==> config.mk <==
export PLATFORM = sky130hd
export DESIGN_NAME = psum_fifo_drain
export DESIGN_NICKNAME = d
export VERILOG_FILES = /design/src/rtl/psum_fifo_pkg.sv /design/src/rtl/psum_acc_buf.sv /design/src/rtl/psum_fifo_drain.sv
export SDC_FILE = /design/constraint.sdc
export NUM_CORES = 2
export LEC_CHECK = 0
export ABC_AREA = 1
export BUFFER_PORTS_ARGS = -buffer_cell sky130_fd_sc_hd__buf_2
export CORE_ASPECT_RATIO = 1.4
export CORE_MARGIN = 10
export CORE_UTILIZATION = 30
export DETAILED_ROUTE_END_ITERATION = 10
export GPL_ROUTABILITY_DRIVEN = 0
export HOLD_SLACK_MARGIN = 0.08
export SLEW_MARGIN = 20
export SYNTH_ARGS = -nofsm -noshare
export SYNTH_HDL_FRONTEND = slang
export SYNTH_SLANG_ARGS = --single-unit
==> constraint.sdc <==
create_clock -name clk -period 4.6 [get_ports clk]
set_input_delay 0.23 -clock clk [delete_from_list [all_inputs] [get_ports clk]]
set_output_delay 0.23 -clock clk [all_outputs]
set_load 0.02 [all_outputs]
==> src/rtl/psum_fifo_pkg.sv <==
// Shared definitions for the psum FIFO drain: tag layout, FSM states
// and FIFO entry sizing.
package psum_fifo_pkg;

    localparam int TAG_W        = 8;
    localparam int TAG_LAST_BIT = 7;
    localparam int TAG_ROW_LSB  = 0;

    typedef enum logic [1:0] {
        IDLE,
        POP,
        CAPT,
        EMIT
    } state_e;

    // Column field sits directly above the row field.
    function automatic int tag_col_lsb(input int n_rows);
        return TAG_ROW_LSB + $clog2(n_rows);
    endfunction

    function automatic int entry_w(input int psum_w);
        return psum_w + TAG_W;
    endfunction

endpackage

==> src/rtl/psum_acc_buf.sv <==
// pr x col signed psum accumulator with one read-modify-write port,
// a synchronous clear-all and a combinational row read port.
module psum_acc_buf
    import psum_fifo_pkg::*;
#(
    parameter int col     = 8,
    parameter int pr      = 8,
    parameter int bw_psum = 12,
    localparam int RW     = $clog2(pr),
    localparam int CW     = $clog2(col)
) (
    input  logic                      clk,
    input  logic                      reset,
    input  logic                      clr,
    input  logic                      we,
    input  logic [RW-1:0]             wr_row,
    input  logic [CW-1:0]             wr_col,
    input  logic signed [bw_psum-1:0] addend,
    input  logic [RW-1:0]             rd_row,
    output logic [col*bw_psum-1:0]    rd_data
);

    logic signed [bw_psum-1:0] acc_q [pr][col];
    logic signed [bw_psum-1:0] acc_d [pr][col];

    always_comb begin
        acc_d = acc_q;
        if (clr) begin
            for (int r = 0; r < pr; r++) begin
                for (int c = 0; c < col; c++) begin
                    acc_d[r][c] = '0;
                end
            end
        end else if (we) begin
            // Wraps modulo 2^bw_psum by construction.
            acc_d[wr_row][wr_col] = acc_q[wr_row][wr_col] + addend;
        end
    end

    always_ff @(posedge clk) begin
        if (reset) begin
            for (int r = 0; r < pr; r++) begin
                for (int c = 0; c < col; c++) begin
                    acc_q[r][c] <= '0;
                end
            end
        end else begin
            acc_q <= acc_d;
        end
    end

    always_comb begin
        rd_data = '0;
        for (int c = 0; c < col; c++) begin
            rd_data[c*bw_psum +: bw_psum] = acc_q[rd_row][c];
        end
    end

endmodule

==> src/rtl/psum_fifo_drain.sv <==
// Read-side consumer of the psum async FIFO: pops tagged psums, merges
// them into the accumulator, then streams rows out over valid/ready.
module psum_fifo_drain
    import psum_fifo_pkg::*;
#(
    parameter int col     = 8,
    parameter int bw      = 4,
    parameter int bw_psum = 2*bw+4,
    parameter int pr      = 8,
    localparam int RW     = $clog2(pr),
    localparam int CW     = $clog2(col),
    localparam int EW     = entry_w(bw_psum)
) (
    input  logic                   clk,
    input  logic                   reset,
    input  logic                   start,
    input  logic                   fifo_empty,
    input  logic [EW-1:0]          fifo_rd_data,
    output logic                   fifo_rd_en,
    output logic                   out_valid,
    input  logic                   out_ready,
    output logic [col*bw_psum-1:0] out_data,
    output logic [RW-1:0]          out_row,
    output logic                   busy,
    output logic                   done
);

    localparam int COL_LSB = tag_col_lsb(pr);

    state_e        state_q, state_d;
    logic [RW-1:0] row_q, row_d;
    logic          done_q, done_d;

    logic                      clr, we;
    logic [RW-1:0]             tag_row;
    logic [CW-1:0]             tag_col;
    logic                      tag_last;
    logic signed [bw_psum-1:0] psum;
    logic [col*bw_psum-1:0]    rd_data;
    logic                      tag_unused;

    assign tag_row    = fifo_rd_data[TAG_ROW_LSB +: RW];
    assign tag_col    = fifo_rd_data[COL_LSB +: CW];
    assign tag_last   = fifo_rd_data[TAG_LAST_BIT];
    assign psum       = fifo_rd_data[EW-1:TAG_W];
    assign tag_unused = ^fifo_rd_data;

    always_comb begin
        state_d = state_q;
        row_d   = row_q;
        done_d  = 1'b0;
        clr     = 1'b0;
        we      = 1'b0;
        unique case (state_q)
            IDLE: begin
                if (start) begin
                    clr     = 1'b1;
                    state_d = POP;
                end
            end
            POP: begin
                if (!fifo_empty) begin
                    state_d = CAPT;
                end
            end
            CAPT: begin
                we = 1'b1;
                if (tag_last) begin
                    state_d = EMIT;
                    row_d   = '0;
                end else begin
                    state_d = POP;
                end
            end
            EMIT: begin
                if (out_ready) begin
                    if (row_q == RW'(pr-1)) begin
                        state_d = IDLE;
                        row_d   = '0;
                        done_d  = 1'b1;
                    end else begin
                        row_d = row_q + 1'b1;
                    end
                end
            end
            default: state_d = IDLE;
        endcase
    end

    always_ff @(posedge clk) begin
        if (reset) begin
            state_q <= IDLE;
            row_q   <= '0;
            done_q  <= 1'b0;
        end else begin
            state_q <= state_d;
            row_q   <= row_d;
            done_q  <= done_d;
        end
    end

    psum_acc_buf #(
        .col    (col),
        .pr     (pr),
        .bw_psum(bw_psum)
    ) u_buf (
        .clk    (clk),
        .reset  (reset),
        .clr    (clr),
        .we     (we),
        .wr_row (tag_row),
        .wr_col (tag_col),
        .addend (psum),
        .rd_row (row_q),
        .rd_data(rd_data)
    );

    // Only one pop outstanding: the request exists only in POP.
    assign fifo_rd_en = (state_q == POP) && !fifo_empty;
    assign out_valid  = (state_q == EMIT);
    assign busy       = (state_q != IDLE);
    assign done       = done_q;
    assign out_row    = row_q;
    assign out_data   = out_valid ? rd_data : '0;

endmodule

* Yosys cells after proc, flatten, opt, wreduce, memory -nomap -nowiden
Cells that the tools add are included.
Operators by class: div/mod/pow operators 0, equal/unequal tests 9, order comparisons 5, multiply operators 0, mux-type cells 29, reduce and logical (&&, ||, !) cells 11, bitwise operators 5, shift operators 0, add/sub/neg operators 2
Operators with widths (number):
- bitwise mux 768 bit | 1
- binary-select mux 96 bit (select 3 bit) | 2
- two-way mux 96 bit | 6
- demux 96 bit (select 3 bit) | 1
- binary-select mux 12 bit (select 3 bit) | 1
- demux 12 bit (select 3 bit) | 1
- two-way mux 12 bit | 3
- adder 12 bit | 1
- greater-or-equal comparator 4 bit, second input constant | 3
- NOT 3 -> 4 bit | 3
- two-way mux 2 bit | 5
- two-way mux 3 bit | 3
- less-than comparator 4 x 1 -> 1 bit, second input constant | 2
- one-hot mux 2 bit (4 select lines) | 1
- inequality test 2 bit, second input constant | 3
- one-hot mux 3 bit (2 select lines) | 1
- equality test 2 bit, second input constant | 2
- two-way mux 1 bit | 4
- inequality test 2 x 1 -> 1 bit, second input constant | 2
- AND reduction 4 bit | 1
- nonzero test 2 bit | 2
- adder 3 x 1 -> 3 bit, second input constant | 1
- equality test 3 bit, second input constant | 1
- logical AND 1 bit | 3
- 7 further kinds | 8
Word-level totals: latch bits 0, memories 0, memory bits (read-only) 0, RAM bits 0, register bits after elaboration 774, output and inout bits 103

* Longest topological paths before layout
word-level depth 9, mapped depth 25

* Modules after synthesis
Synthesis repeated with hierarchy kept, for this count alone.
Unflattened totals: cell total of the unflattened synthesis 6284, area total of the unflattened synthesis 41497.3 µm²
By module, submodules not included:
- psum_acc_buf | cells an instance 6033, area an instance 40415.0 µm², times used 1
- psum_fifo_drain | cells an instance 251, area an instance 1082.3 µm², times used 1

* Worst setup path after synthesis
OpenSTA, ideal clock, no wires.
kind input to register, start point in fifo_rd_data[0], end point reg u_buf.acc_q[524] in the netlist's numbering, data arrival time 3.440 ns, stages on the path 20, library setup time 0.057 ns, required time 4.543 ns, setup slack 1.102 ns, cell sequence buf_2 inv_2 buf_2 nand2_1 clkbuf_1 o21ai_0 a221oi_1 nand3_1 nand2_1 nand2_1 nor2_1 nand2_1 ha_1 fa_1 a21oi_1 o21bai_1 xor2_1 clkbuf_1 o21ai_0 inv_1
On the way: word-level cells in the longest chain between the ends 9, elaborated cells on any way between the ends 14, those cells by class add/sub (1); order compare (2); mux (9); bitwise (1); reduce/logical (1)
Ends and longest elaborated chain:
- start, declared | line psum_fifo_drain.sv:18 | input logic [EW-1:0] fifo_rd_data,
- NOT 3 -> 4 bit (implied by the code) (*) | line psum_acc_buf.sv:36 | acc_d[wr_row][wr_col] = acc_q[wr_row][wr_col] + addend;
- binary-select mux 96 bit (select 3 bit) | line psum_acc_buf.sv:36
- two-way mux 96 bit (implied by the code) (2 in a row) | line psum_acc_buf.sv:36
- binary-select mux 12 bit (select 3 bit) | line psum_acc_buf.sv:36
- two-way mux 12 bit (implied by the code) (2 in a row) | line psum_acc_buf.sv:36
- adder 12 bit | line psum_acc_buf.sv:36
- bitwise mux 768 bit (*) | line psum_acc_buf.sv:36
- end signal, assigned by index | line psum_acc_buf.sv:44 | acc_q[r][c] <= '0;
- end signal, assigned | line psum_acc_buf.sv:48 | acc_q <= acc_d;
- end, declared | line psum_acc_buf.sv:23 | logic signed [bw_psum-1:0] acc_q [pr][col];
Every way passes the cells marked *; elsewhere a longest branch is shown, timed or not. The select of a mux whose other input is x is not followed. A chain may end at the register's enable or synchronous reset.

* Worst setup path after layout
start point reg row_q[0] (netlist: out_row[0]), end point out out_data[95]
On the way: word-level cells in the longest chain between the ends 5
Ends and longest elaborated chain:
- start, declared | line psum_fifo_drain.sv:31 | logic [RW-1:0] row_q, row_d;
- start signal, assigned | line psum_fifo_drain.sv:97 | row_q <= row_d;
- NOT 3 -> 4 bit (implied by the code) | line psum_acc_buf.sv:55 | rd_data[c*bw_psum +: bw_psum] = acc_q[rd_row][c];
- binary-select mux 96 bit (select 3 bit) | line psum_acc_buf.sv:55
- two-way mux 96 bit (2 in a row)
- two-way mux 96 bit | line psum_fifo_drain.sv:124 | assign out_data = out_valid ? rd_data : '0;
- end, declared | line psum_fifo_drain.sv:22 | output logic [col*bw_psum-1:0] out_data,
No other way between the ends. The select of a mux whose other input is x is not followed.

==> summary.txt <==
Global route
  – Vias in the first global route: 39700
  – Global-route wire length before repair: 251000 um
  – Pin count of the biggest net entering global routing: 182
  – Grt ovf: 0
  – GRT Total Usage: 21.6%
  – Initial antenna violation count: 13

Floorplanning
  – Row Count: 159
  – Die footprint: 0.150 mm^2
  – Core area: 0.134 mm^2
  – Chip Height: 454 um
  – Initial Util: 30.1%
  – Die Wd: 330 um
  – Num ports: 128

Logic synthesis
  – Fraction of the yosys area taken by sequential cells: 38.3%
  – Mapped Area: 0.0404 mm^2
  – EDFF count, synth: 0
  – Share of the synthesized area in the top cell type: 38.3%
  – Post-Syn Nets: 6088
  – Largest area contributor in the netlist: dfxtp_1
  – Ys flop type: dfxtp_1
  – Asr flop ratio synth: 0%
  – Register bit total from synthesis: 774
  – Synth area leaders: dfxtp_1, o21ai_0, a21oi_1
  – Yosys warnings: 0
  – Syn Inst Count: 6049
  – Avg Inst Size Synth: 6.68 um^2
  – Post-synth cell types: 43

Final layout
  – Utilization after layout: 35.0%
  – Fill cell count: 14400
  – Nets: 6058
  – Area occupied by multi-input gates: 0.0193 mm^2
  – Most frequent cells in the layout: o21ai_0, a21oi_1, inv_1, dfxtp_1, nand2_1
  – Share of cells above drive strength 1: 9.97%
  – Area Growth Syn to Fin: 16.1%
  – Most common cell after layout, fill and taps aside: o21ai_0
  – Sequential Area: 0.0155 mm^2

Timing
  – Final Setup Violations: 0
  – Hold Fails Final Rpt: 0
  – FMAX: 249 MHz
  – Clock Skew: 0.0289 ns
  – RSZ-0062 raised after global routing: false
  – Setup_tns: 0 ns
  – Slew Viols, Final: 0
  – Final Cycle Share: 87.2%
  – Min Clock Period, post-route: 4.01 ns
  – Worst slew pin tran: 1.15 ns
  – Setup WS post-layout: 0.588 ns
  – Slew margin rel.: 22.3%

CTS
  – CTS clk-pin slew, worst paths: 0.07 ns
  – CTS tree: yes
  – Total clock sinks: 774
  – Setup Buffers After CTS: 0
  – Clk buf depth: 3
  – H-tree level count: 3
  – Skew-Pair Late Insertion Delay: 0.70 ns
  – Clk root buf: clkbuf_16
  – TritonCTS buffer count: 77

Setup path
  – Critical Path End Type: output port
  – Worst Path Max Fanout: 113
  – Kind of critical path: reg2out
  – Worst setup SP type: register
  – Crit path DAT: 3.78 ns
  – Worst reg-to-reg setup slack: 0.83 ns
  – Critical Path RT: 4.37 ns

Pwr
  – PD cells: 308 mW/mm^2
  – Peak supply drop: 0.283 mV
  – Leakage: 19.2 nW

Drt
  – WL final: 169000 um
  – WL met1: 65500 um
  – Drt wl/cell: 21.6 um
  – Vias/cell: 5.48
  – Final ANT Viol Nets: 0
  – DRT Pass-1 Iters: 9
  – Met3 WL: 13600 um
  – # DRC: 2
  – Total number of vias: 43000
  – DR WL met2: 76400 um
  – Uppermost routed layer: met5
  – Iteration-0 DRC count of the detailed router: 4733

Place
  – Placed wire-length estimate: 111000 um
  – Post-place setup slack: 0.00292 ns
  – Port bufs: 126

Outcome
  – Failing checks: DRC
  – Status: complete, but fails checks

Flow run
  – Max cap viols: 0

Worst hold path
  – HP Class: in2reg
-- state kept, by name (all words and copies together) (netlist names) --
name,flops
done,1
state_q,2
u_buf.acc_q,768
out_row,3
-- path summary, 6_finish.rpt --
path,from,cells after the start,to
worst max-delay path,out_row[0],8,out_data[95]
worst min-delay path,fifo_rd_data[9],4,u_buf.acc_q[457]
worst max register to register,u_buf.acc_q[509],17,u_buf.acc_q[490]
worst min register to register,u_buf.acc_q[285],2,u_buf.acc_q[285]
-- metrics by stage --
step           power [mW]  cells  cell area [um^2]  hold slack [ns]
2_1_floorplan        7.34   6049             40400            0.299
3_3_place_gp         7.82   7702             44200            0.481
3_5_place_dp         7.82   7702             44200            0.480
4_1_cts              14.5   7849             46900            0.132
5_1_grt              14.8   7850             46900            0.223
6_report             14.5   7852             46900            0.172
-- power breakdown --
part	internal (mW)	switching, mW
Combinational	0.241	0.746
Clock	3.85	2.90
Sequential	6.71	0.0114
-- critical path: stages, from the launching register on --
cell     delay (ns)
dfxtp_4        0.79
inv_8          0.38
buf_4          0.46
a21oi_1        0.19
o21ai_0        0.09
nand3_1        0.09
nand2_1        0.06
a31oi_1        0.57
buf_2          0.29
-- cell type report --
| cell class | instances | share of cell area, % |
|---|---|---|
| antenna | 3 | 0.0160 |
| clock buffer | 118 | 4.91 |
| clock inverter | 20 | 0.664 |
| inverter | 986 | 7.94 |
| multi-input combinational | 3772 | 41.2 |
| sequential | 774 | 33.0 |
| tap | 1771 | 4.72 |
| timing repair buffer | 408 | 7.50 |
-- kinds of logic after synthesis --
| family | Yosys count | synth area share [%] |
|---|---|---|
| AOI/OAI and AO/OA | 2573 | 34.6 |
| buffers and inverters | 1503 | 14.2 |
| and+or+nand+nor | 1177 | 12.2 |
| DFF | 774 | 38.3 |
| adders and majority gates | 14 | 0.452 |
| xor gates and xnor gates | 8 | 0.173 |
-- cell usage after synthesis (2+ instances only) --
master and instances:
o21ai_0 1070, a21oi_1 959, inv_1 950, dfxtp_1 774
nand2_1 523, clkbuf_1 385, nor2_1 349, nand3_1 228
o22ai_1 108, o211ai_1 96, a31oi_1 93, buf_2 74
a22oi_1 68, o21ai_1 57, buf_1 52, a221oi_1 31
inv_2 30, nand4_1 29, o2111ai_1 28, nor2_2 17
a211oi_1 13, ha_1 13, nor3_1 12, o221ai_1 12
o2bb2ai_1 12, a311oi_1 7, nor3_2 7, o21bai_1 7
buf_4 6, clkinv_1 6, a22o_1 4, nor2_4 4
o31ai_1 4, xnor2_1 4, xor2_1 4, nand2_2 3
nand3b_1 3, o41ai_1 2
-- timing repair --
| action | in CTS | in global routing |
|---|---|---|
| gates resized for setup | 0 | 0 |
| endpoints found under the hold margin | 13 | 0 |
| setup endpoints to repair | 0 | 0 |
| hold buffers | 9 | 0 |
-- metal layers --
| metal | GRT usage, % | vias to the layer above |
|---|---|---|
| met5 | 0 | - |
| met3 | 3.27 | 526 |
| met4 | 16.5 | 10 |
| li1 | - | 20300 |
| met1 | 25.8 | 20200 |
| met2 | 34.6 | 2059 |
No activity file was read; power rests on OpenSTA's default activity.
